File: src/rtl/trace_stream_tx_if.sv
// TRACE AXI-Stream bundle: 128-bit payload with tlast and a valid/ready handshake.
// The master is the transmitter (trace_stream_tx); the slave is the downstream consumer.
interface trace_stream_tx_if;
   logic         TRACE_tvalid;
   logic         TRACE_tready;
   logic [127:0] TRACE_tdata;
   logic         TRACE_tlast;

   modport master (
      output TRACE_tvalid,
      output TRACE_tdata,
      output TRACE_tlast,
      input  TRACE_tready
   );

   modport slave (
      input  TRACE_tvalid,
      input  TRACE_tdata,
      input  TRACE_tlast,
      output TRACE_tready
   );
endinterface

File: src/rtl/trace_stream_tx.sv
// TRACE stream transmitter: captures one writeback retirement record per cycle,
// buffers it in a FIFO and emits it as one 128-bit AXI-Stream beat.
// Occupancy counts the FIFO entries plus the output register, so full means
// DEPTH records held in total. Records offered while full are dropped and counted.
module trace_stream_tx #(
   parameter int DEPTH   = 16,
   parameter int PKT_LEN = 256,
   parameter int CNT_W   = 16
) (
   input  logic                 clk,
   input  logic                 rst,            // asynchronous, active low
   input  logic                 w_valid,
   input  logic                 w_enable,
   input  logic [4:0]           w_destination,
   input  logic [31:0]          w_data,
   input  logic [31:0]          w_pc,
   input  logic                 w_last,
   output logic                 w_ready,
   trace_stream_tx_if.master    trace,
   output logic                 overflow,
   output logic [CNT_W-1:0]     drop_count
);

   localparam int AW = $clog2(DEPTH);
   localparam int CW = AW + 1;
   localparam int BW = (PKT_LEN > 1) ? $clog2(PKT_LEN) : 1;
   localparam int EW = 71;   // 70 payload bits + halt flag

   // Storage and pointers
   logic [EW-1:0]    r_mem [DEPTH];
   logic [AW-1:0]    r_wr_ptr;
   logic [AW-1:0]    r_rd_ptr;
   logic [CW-1:0]    r_mem_cnt;

   // Output register and packet state
   logic             r_tvalid;
   logic [127:0]     r_tdata;
   logic             r_tlast;
   logic [BW-1:0]    r_beat_cnt;

   // Drop tracking
   logic             r_overflow;
   logic [CNT_W-1:0] r_drop_cnt;

   logic [CW-1:0]    w_occupancy;
   logic             w_full;
   logic             w_push;
   logic             w_drop;
   logic             w_pop_out;
   logic             w_load;
   logic [BW-1:0]    w_beat_next;
   logic [EW-1:0]    w_rd_entry;
   logic             w_load_last;

   assign w_occupancy = r_mem_cnt + CW'(r_tvalid);
   assign w_full      = (w_occupancy == CW'(DEPTH));
   assign w_push      = w_valid & ~w_full;
   assign w_drop      = w_valid & w_full;
   assign w_pop_out   = r_tvalid & trace.TRACE_tready;
   // Refill the output register when it is empty or being consumed this cycle.
   assign w_load      = (r_mem_cnt != '0) & (~r_tvalid | trace.TRACE_tready);
   assign w_rd_entry  = r_mem[r_rd_ptr];

   // Beat index the next loaded beat will carry: accounts for a handshake this cycle.
   assign w_beat_next = w_pop_out ? (r_tlast ? '0 : r_beat_cnt + 1'b1) : r_beat_cnt;
   assign w_load_last = w_rd_entry[70] | (w_beat_next == BW'(PKT_LEN - 1));

   assign w_ready            = ~w_full;
   assign trace.TRACE_tvalid = r_tvalid;
   assign trace.TRACE_tdata  = r_tdata;
   assign trace.TRACE_tlast  = r_tlast;
   assign overflow           = r_overflow;
   assign drop_count         = r_drop_cnt;

   // Record storage: plain array without reset so it maps onto RAM.
   always_ff @(posedge clk) begin
      if (w_push) begin
         r_mem[r_wr_ptr] <= {w_last, w_enable, w_destination, w_data, w_pc};
      end
   end

   // FIFO pointers and entry count (output register tracked separately).
   always_ff @(posedge clk or negedge rst) begin
      if (!rst) begin
         r_wr_ptr  <= '0;
         r_rd_ptr  <= '0;
         r_mem_cnt <= '0;
      end else begin
         if (w_push) r_wr_ptr <= r_wr_ptr + 1'b1;
         if (w_load) r_rd_ptr <= r_rd_ptr + 1'b1;
         r_mem_cnt <= r_mem_cnt + CW'(w_push) - CW'(w_load);
      end
   end

   // Output register: holds tdata/tlast stable until the handshake completes.
   always_ff @(posedge clk or negedge rst) begin
      if (!rst) begin
         r_tvalid   <= 1'b0;
         r_tdata    <= '0;
         r_tlast    <= 1'b0;
         r_beat_cnt <= '0;
      end else begin
         r_beat_cnt <= w_beat_next;
         if (w_load) begin
            r_tvalid <= 1'b1;
            r_tdata  <= {58'd0, w_rd_entry[69:0]};
            r_tlast  <= w_load_last;
         end else if (w_pop_out) begin
            r_tvalid <= 1'b0;
         end
      end
   end

   // Sticky overflow flag and saturating dropped-record counter.
   always_ff @(posedge clk or negedge rst) begin
      if (!rst) begin
         r_overflow <= 1'b0;
         r_drop_cnt <= '0;
      end else if (w_drop) begin
         r_overflow <= 1'b1;
         if (r_drop_cnt != '1) r_drop_cnt <= r_drop_cnt + 1'b1;
      end
   end

endmodule

File: src/flat_wrapper.sv
// flat-port wrapper written by rule: the top's interface ports become plain ports
module trace_stream_tx_flat 
#(
   parameter int DEPTH   = 16,
   parameter int PKT_LEN = 256,
   parameter int CNT_W   = 16
)
  (clk, rst, w_valid, w_enable, w_destination, w_data, w_pc, w_last, w_ready, overflow, drop_count, trace_TRACE_tvalid, trace_TRACE_tdata, trace_TRACE_tlast, trace_TRACE_tready);
  trace_stream_tx_if trace_i ();
  input  logic clk;
  input  logic rst;
  input  logic w_valid;
  input  logic w_enable;
  input  logic [4:0] w_destination;
  input  logic [31:0] w_data;
  input  logic [31:0] w_pc;
  input  logic w_last;
  output logic w_ready;
  output logic overflow;
  output logic [CNT_W-1:0] drop_count;
  output wire logic [$bits(trace_i.TRACE_tvalid)-1:0] trace_TRACE_tvalid;
  output wire logic [$bits(trace_i.TRACE_tdata)-1:0] trace_TRACE_tdata;
  output wire logic [$bits(trace_i.TRACE_tlast)-1:0] trace_TRACE_tlast;
  input wire logic [$bits(trace_i.TRACE_tready)-1:0] trace_TRACE_tready;
  assign trace_TRACE_tvalid = trace_i.TRACE_tvalid;
  assign trace_TRACE_tdata = trace_i.TRACE_tdata;
  assign trace_TRACE_tlast = trace_i.TRACE_tlast;
  assign trace_i.TRACE_tready = trace_TRACE_tready;
  trace_stream_tx #(.DEPTH(DEPTH), .PKT_LEN(PKT_LEN), .CNT_W(CNT_W)) u_core (.clk(clk), .rst(rst), .w_valid(w_valid), .w_enable(w_enable), .w_destination(w_destination), .w_data(w_data), .w_pc(w_pc), .w_last(w_last), .w_ready(w_ready), .trace(trace_i), .overflow(overflow), .drop_count(drop_count));
endmodule
File: config.mk
export PLATFORM = sky130hd
export DESIGN_NAME = trace_stream_tx_flat
export DESIGN_NICKNAME = d
export VERILOG_FILES = /design/src/rtl/trace_stream_tx_if.sv /design/src/rtl/trace_stream_tx.sv /design/src/flat_wrapper.sv
export SDC_FILE = /design/constraint.sdc
export NUM_CORES = 1
export LEC_CHECK = 0
export CAP_MARGIN = 40
export CORE_MARGIN = 2
export CORE_UTILIZATION = 54
export DETAILED_ROUTE_END_ITERATION = 12
export PLACE_DENSITY = 0.72
export SKIP_CTS_REPAIR_TIMING = 1
export SKIP_LAST_GASP = 1
export SYNTH_ARGS = -nofsm -noshare
export SYNTH_HDL_FRONTEND = slang
export SYNTH_SLANG_ARGS = --single-unit
export TNS_END_PERCENT = 100
File: constraint.sdc
create_clock -name clk -period 13.5 [get_ports clk]
set_input_delay 2.7 -clock clk [delete_from_list [all_inputs] [get_ports clk]]
set_output_delay 2.7 -clock clk [all_outputs]
set_load 0.005 [all_outputs]
; Yosys cells after proc, flatten, opt, wreduce, memory -nomap -nowiden
; Memory sizes are Yosys's and may differ from the RTL's.
; Cells that the tools add are included.
[word_totals]
ff_bits = 110
latchBits = 0
mem_bits_rw = 1136
mem_bits_ro = 0
output_inout_bits = 148
n_memories = 1
[mem_list]
columns = memory, words, width, read_ports, rd_ports_with_merged_regs, write_ports, line
row1 = u_core.r_mem, 16, 71, 1, 0, 1, trace_stream_tx.sv:30  ; logic [EW-1:0] r_mem [DEPTH];
[op_classes]
n_addsub = 7
multipliers = 0
n_div = 0
n_lt_le_gt_ge = 0
n_eq_ne = 3
n_shift = 0
mux = 6
bitwise = 8
reduce_logical = 3
[ops]
columns = op, n
row1 = "adder 16 x 1 -> 16 bit, second input constant", 1
row2 = 2-to-1 mux 8 bit, 2
row3 = "inequality test 16 bit, second input constant", 1
row4 = adder 5 x 1 -> 5 bit, 2
row5 = "adder 4 x 1 -> 4 bit, second input constant", 2
row6 = "adder 8 x 1 -> 8 bit, second input constant", 1
row7 = "equality test 8 bit, second input constant", 1
row8 = "equality test 5 bit, second input constant", 1
row9 = nonzero test 5 bit, 1
row10 = subtractor 5 x 1 -> 5 bit, 1
row11 = bitwise AND 1 bit, 4
row12 = 2-to-1 mux 1 bit, 4
row13 = inverter 1 bit, 2
row14 = OR 1 bit, 2
row15 = AND reduction 2 bit, 1
row16 = nonzero test 2 bit, 1

; Depth between registers and ports, before layout
; Gate-level depths: netlist of the first run.
[depth]
ltp_word = 6
depth_mapped = 15
depth_no_buf = 14

; Worst setup path after synthesis of the first run
; No wires, ideal clock.
[synth_path]
path_kind = input-to-reg
startpoint = input port w_valid
endpoint = memory u_core.r_mem[3][0] (enable)
arrival_ns = 10.125
t_required_ns = 12.800
slack_ns = 2.676
path_stages = 2
path_cell_list = nand2_1 > nor4b_1
[synth_between]
elab_chain_len = 3
[synth_lines]
columns = item, line
row1 = start: declaration, flat_wrapper.sv:12  ; input logic w_valid;
row2 = bitwise AND 1 bit, trace_stream_tx.sv:57  ; assign w_push = w_valid & ~w_full;
row3 = 2-to-1 mux 1 bit, trace_stream_tx.sv:77  ; if (w_push) begin
row4 = 2-to-1 mux 1 bit (implied by the code), trace_stream_tx.sv:78  ; r_mem[r_wr_ptr] <= {w_last, w_enable, w_destination, w_data, w_pc};
row5 = end: declaration, trace_stream_tx.sv:30
; No other way between the ends.

; Worst setup path after layout of the first run
[layout_path]
startpoint = register u_core.r_tvalid (netlist: u_core.trace.TRACE_tvalid)
endpoint = output port w_ready
[layout_between]
elab_chain_len = 3
[layout_lines]
columns = item, line
row1 = start: declaration, trace_stream_tx.sv:36  ; logic r_tvalid;
row2 = start signal: assignment, trace_stream_tx.sv:98  ; r_tvalid <= 1'b0;
row3 = start signal: assignment, trace_stream_tx.sv:105  ; r_tvalid <= 1'b1;
row4 = start signal: assignment, trace_stream_tx.sv:109  ; r_tvalid <= 1'b0;
row5 = adder 5 x 1 -> 5 bit, trace_stream_tx.sv:55  ; assign w_occupancy = r_mem_cnt + CW'(r_tvalid);
row6 = equality test 5 bit, trace_stream_tx.sv:56  ; assign w_full = (w_occupancy == CW'(DEPTH));
row7 = inverter 1 bit, trace_stream_tx.sv:68  ; assign w_ready = ~w_full;
row8 = end: declaration, flat_wrapper.sv:18  ; output logic w_ready;
; No other way between the ends.

==> flow_metrics.tcl, run 1 <==
set metrics [dict create \
    skew_ps 26.2 \
    fin_tns_setup_ps 0 \
    ys_seq_area_share_pct 76.5 \
    power_mw 11.3 \
    area_growth_pct 14.2 \
    syn_inst 2189 \
    path_common_cell "ha_1" \
    syn_area_per_cell_um2 22.0 \
    holdCritPathClass "flip-flop to flip-flop" \
    async_flop_share_pct 8.83 \
    crit_family "adder cells" \
    crit_fanout 7 \
    htree_levels 3 \
    rows 109 \
    final_antenna_net_count 0 \
    yosys-top-cells-area "edfxtp_1, mux4_2, dfrtp_1" \
    reg2reg_depth 8 \
    regToRegSetupSlack_ps 9660 \
    io_buffers 164 \
    setup_viol 0 \
    hold_viol 0 \
    first_global_vias 22969 \
    maxSlewHeadroom_pct 19.2 \
    vias_per_cell 6.07 \
    criticalPathCategory "flip-flop to output pin" \
    r2r-end "u_core.trace.TRACE_tdata[28]$_DFFE_PN0P_" \
    synth_top_area_cell "edfxtp_1" \
    dp_hpwl_mm 54.9 \
    crit_path_end_kind "output pin" \
    numCtsBuffers 117 \
    fin_crit_ps 5240 \
    finalMaxSlewViolations 0 \
    slowest_stage "clkdlybuf4s50_1" \
    nets 2507 \
    path_buf_inv 1 \
    rsz0062_at_grt "false" \
    tritoncts "done" \
    design.portCount 223 \
    synth_warnings 0 \
    fmax_ghz 0.191 \
    critPathMaxStageDelay_ps 470 \
    start_util_pct 54.5 \
    peakVddDrop_v 0.000185 \
    dp.cells 3460 \
    layout_common_cells "edfxtp_1, mux4_2, nand2_1, clkdlybuf4s50_1, clkbuf_16" \
    finalWirelength_mm 100 \
    status "complete, no violations" \
    instances_no_fill 3680 \
    grt_pass1_wl_mm 150 \
    synth_ff_type "edfxtp_1" \
    required_ps 10800 \
    drc 0 \
    cp_cell_sequence "ha_1 > ha_1 > a211oi_1 > nand2_1 > clkdlybuf4s50_1" \
    grt_max_degree 165 \
    powerDensity_nw_per_um2 206 \
    hold_start "u_core.trace.TRACE_tdata[66]$_DFFE_PN0P_" \
    die_w_um 303 \
    drive_gt1_share_pct 22.0 \
    worst_pin_slew_ps 1210 \
    num_vias 22335 \
    synth_top_area_share_pct 70.8 \
    yosysUniqueCellTypes 53 \
    core_um2 88400 \
    cts_sinks 1246 \
    drtIter0Drc 2466 \
    cts.reportedPaths.clkPinSlew_ps 60 \
    syn-cell-area_um2 48200 \
    dieArea_um2 91600 \
    clockBufferDepth 3 \
    wl_per_cell_um 27.3 \
    fin_util_pct 62.3 \
    antenna_found_initial 7 \
    crit_arrival_ps 2540 \
    dr.pass1.iters 5 \
    final_common_cell "edfxtp_1" \
    r2r-start "u_core.r_rd_ptr[0]$_DFFE_PN0P_" \
    hold_depth 2 \
    leakage_nw 18.3 \
    synth_seq_cells 1246 \
    grt.total_usage_pct 22.3 \
    grt-ovfl-total 0 \
    dieHeight_um 303 \
    drv_cap 0 \
    root_buffer "clkbuf_16" \
    period_share_pct 38.8 \
    startpoint_type "flip-flop" \
    hold_end "u_core.trace.TRACE_tdata[66]$_DFFE_PN0P_" \
    gp_congestion 0.769 \
    insertion_delay_ps 680 \
    synth_edf_count 1136 \
]
## synthesized netlist by cell type, types with 2 or more instances
library cell,number
buf_2,16
mux4_1,36
buf_1,8
dfrtp_1,110
nor2_1,14
nand2_1,201
buf_12,6
nand3b_1,3
and3_1,3
xor2_1,12
a211oi_1,11
o21ai_0,7
ha_1,17
nor3_1,6
or3_1,2
buf_6,13
a31oi_1,2
inv_1,16
mux2i_1,23
clkbuf_1,56
buf_8,4
o221ai_1,10
o21ai_1,10
a21oi_1,3
o31ai_1,2
xnor2_1,16
mux2_2,3
and4_1,5
and2_1,5
mux4_2,297
nor3b_1,5
buf_4,61
o22ai_1,12
nor4b_1,5
nand3_1,11
nor4_1,3
nand2b_1,6
edfxtp_1,1136
nand4_1,8
a21o_1,12
## layer usage
metal	up-vias	wire length [µm]	global-route usage [%]	part of all wire, %
met4	12	1950	5.28	1.9
met3	154	6850	3.48	6.8
li1	9374	-	-	-
met2	943	50300	36.7	50
met1	11852	41100	32.0	41
met5	-	76	0	0.076
## kinds of logic after synthesis
kind of cell	share of synthesized area, %
flip-flops	76.5
AO/OA/AOI/OAI	1.01
other	0.00778
multiplexers	16.4
adder cells (fa/ha/maj)	0.483
AND/OR/NAND/NOR	2.62
buffers and inverters	2.43
XOR/XNOR	0.509
## state kept, by name (all words and copies together) (netlist names), 4 cells and up
| signal | cells |
|---|---|
| u_core.drop_count | 16 |
| u_core.r_beat_cnt | 8 |
| u_core.r_mem | 1136 |
| u_core.r_mem_cnt | 5 |
| u_core.r_rd_ptr | 4 |
| u_core.r_wr_ptr | 4 |
| u_core.trace.TRACE_tdata | 70 |
## how the worst max path moves through the flow
stage	startpoint	endpoint	slack, ps	depth (start not counted)
2_1_floorplan	w_valid	u_core.r_mem[3][0]$_DFFE_PP_	2680	2
3_3_place_gp	w_valid	u_core.r_mem[9][43]$_DFFE_PP_	7750	6
3_5_place_dp	w_valid	u_core.r_mem[9][43]$_DFFE_PP_	7680	6
4_1_cts	u_core.trace.TRACE_tvalid$_DFFE_PN0P_	w_ready	8210	5
5_1_grt	u_core.trace.TRACE_tvalid$_DFFE_PN0P_	w_ready	8090	5
6_report	u_core.trace.TRACE_tvalid$_DFFE_PN0P_	w_ready	8260	5
## power by group
| group | internal [mW] | switching [mW] |
|---|---|---|
| sequential | 4.72 | 0.255 |
| combinational | 1.55 | 1.49 |
| clock | 1.97 | 1.36 |
## per-stage QoR
stage | worst slack [ps] | hold slack (ps) | instance area [µm²]
global route | 8090 | 485 | 55000
CTS | 8210 | 478 | 55000
finish | 8260 | 470 | 55000
floorplan | 2680 | 459 | 48400
global placement | 7750 | 451 | 50800
detailed placement | 7680 | 460 | 51100
## worst min-delay path: stages, from the launching register on
cell and delay (ps):
dfrtp_1 340, nand2_1 50, nand2_1 50
## area by class of cell
cell class	count	area [µm²]
Antenna cell	1	2.50
Clock buffer	146	3170
Clock inverter	73	788
Fill cell	5863	33300
Inverter	17	70.1
Multi-Input combinational cell	819	10400
Sequential cell	1246	36900
Tap cell	1165	1460
Timing Repair Buffer	213	2230
Note: power is estimated with default switching activity, not from simulation.
==> run 2, diff against run 1 <==
Settings changed: PLACE_DENSITY 0.72 to 0.75.
Clock period 13.5 ns to 4.5 ns, I/O delays scaled along.
==> flow_metrics.tcl, run 2 (synthesis results as in run 1) <==
set metrics [dict create \
    status "complete, no violations" \
    regToRegSetupSlack_ps 960 \
    dp_hpwl_mm 57.0 \
    tritoncts "done" \
    cts_sinks 1246 \
    pwr-share-clk_pct 29.3 \
    layout_common_cells "edfxtp_1, mux4_2, nand2_1, clkdlybuf4s50_1, clkbuf_16" \
    multiInputGateArea_um2 10500 \
    final_common_cell "edfxtp_1" \
    maxSlewHeadroom_pct 42.0 \
    p_int_mw 24.7 \
    cts.reportedPaths.clkPinSlew_ps 60 \
    period_share_pct 78.6 \
    die_w_um 303 \
    dr.pass1.iters 7 \
    grt_use_met1_pct 32.1 \
    swShare_pct 28.5 \
    io_buffers 164 \
    startpoint_type "flip-flop" \
    numCtsBuffers 119 \
    nFillCells 5734 \
    grt_use_met3_pct 5.27 \
    regArea_um2 36900 \
    leakage_nw 18.4 \
    nets 2515 \
    grt-ovfl-total 0 \
    fmax_ghz 0.283 \
    root_buffer "clkbuf_16" \
    worst_pin_slew_ps 870 \
    insertion_delay_ps 720 \
    design.portCount 223 \
    slowest_stage "dfrtp_1" \
    powerDensity_nw_per_um2 625 \
    combPwrFrac_pct 27.5 \
    start_util_pct 54.5 \
    final_antenna_net_count 0 \
    first_global_vias 23732 \
    busiest_layer "met2" \
    vias_per_cell 6.20 \
    antenna_found_initial 10 \
    num_vias 22895 \
    drive_gt1_share_pct 21.6 \
    clockBufferDepth 3 \
    crit_arrival_ps 4180 \
    seq_power_share_pct 43.2 \
    setup_viol 0 \
    drv_cap 0 \
    crit_fanout 12 \
    finalWirelength_mm 107 \
    dieHeight_um 303 \
    area_growth_pct 14.9 \
    skew_ps 35.1 \
    grt_pass1_wl_mm 158 \
    largest_reg_flops 1136 \
    gp_congestion 0.811 \
    switchingPower_mw 9.88 \
    startpoint "u_core.trace.TRACE_tvalid$_DFFE_PN0P_" \
    dieArea_um2 91600 \
    drc 0 \
    regMostFlops "u_core.r_mem" \
    fin_crit_ps 3540 \
    drtIter0Drc 2489 \
    design_area_um2 55400 \
    htree_levels 3 \
    instances_no_fill 3692 \
    peakVddDrop_v 0.000428 \
    grt.total_usage_pct 23.7 \
    crit_path_end_kind "flip-flop" \
    met2_usage_pct 39.0 \
    hold_viol 0 \
    dp.cells 3465 \
    core_um2 88400 \
    path_common_cell "ha_1" \
    finalMaxSlewViolations 0 \
    power_mw 34.6 \
    criticalPathCategory "flip-flop to flip-flop" \
    cp_cell_sequence "ha_1 > ha_1 > a211oi_1 > nand2_1 > nand2_1 > inv_1 > ha_1 > fa_1 > a21oi_1 > nor2_1 > nor2_1 > xnor2_1" \
    r2r-start "u_core.trace.TRACE_tvalid$_DFFE_PN0P_" \
    rows 109 \
    wl_per_cell_um 28.9 \
    required_ps 5140 \
    holdCritPathClass "input pin to asynchronous set/reset pin" \
    critPathMaxStageDelay_ps 440 \
    place_area_um2 51300 \
    rsz0062_at_grt "false" \
    grt_max_degree 79 \
]
-- run 2: layer usage --
| layer | routed length (µm) | vias to the layer above | part of all wire [%] |
|---|---|---|---|
| li1 | - | 9383 | - |
| met1 | 40500 | 12108 | 38 |
| met2 | 54300 | 1200 | 51 |
| met3 | 9280 | 190 | 8.7 |
| met4 | 2660 | 14 | 2.5 |
| met5 | 140 | - | 0.13 |
-- run 2: through the flow --
step                      hold slack [ps]  util, %  TNS, ps  setup slack, ps
after floorplan                       459        -  -258090            -1210
after global placement                452     58.0        0              898
after CTS                             259     62.6        0              904
after detailed placement              462     58.1        0              852
final                                 226     62.6        0              963
after global routing                  299     62.6        0              723
-- run 2: final cells by class --
cell class,count,area share (%)
diodes,3,0.0136
well taps,1165,2.63
flip-flops and latches,1246,66.6
clock buffers,162,5.89
multi-input cells,819,19.0
repair buffers,219,4.45
clock inverters,61,1.32
inverters,17,0.127
-- run 2: power groups by stage --
stage	clock network (mW)	registers (mW)	logic, mW
3_3_place_gp	0	15.2	9.07
5_1_grt	10.7	15.1	10.1
6_report	10.1	14.9	9.53
2_1_floorplan	0	14.8	6.58
3_5_place_dp	0	15.2	9.41
4_1_cts	10.3	15.0	9.64
-- run 2: path summary, 6_finish.rpt --
path                                                            end  depth (start not counted)
max                                   u_core.r_mem_cnt[4]$_DFF_PN0_                         12
min                        u_core.trace.TRACE_tdata[16]$_DFFE_PN0P_                          1
max reg2reg                           u_core.r_mem_cnt[4]$_DFF_PN0_                         12
min reg2reg                u_core.trace.TRACE_tdata[34]$_DFFE_PN0P_                          2
max in group asynchronous  u_core.trace.TRACE_tdata[46]$_DFFE_PN0P_                          2
min in group clk           u_core.trace.TRACE_tdata[34]$_DFFE_PN0P_                          2
-- run 2: worst max-delay path: cells and delay by family, from the launching register on --
kind                     cells  cell delay, ps
AND/OR/NAND/NOR              4             680
adder cells (fa/ha/maj)      4            1340
XOR/XNOR                     1             120
AO/OA/AOI/OAI                2             540
flip-flops                   1             440
buffers and inverters        1             340
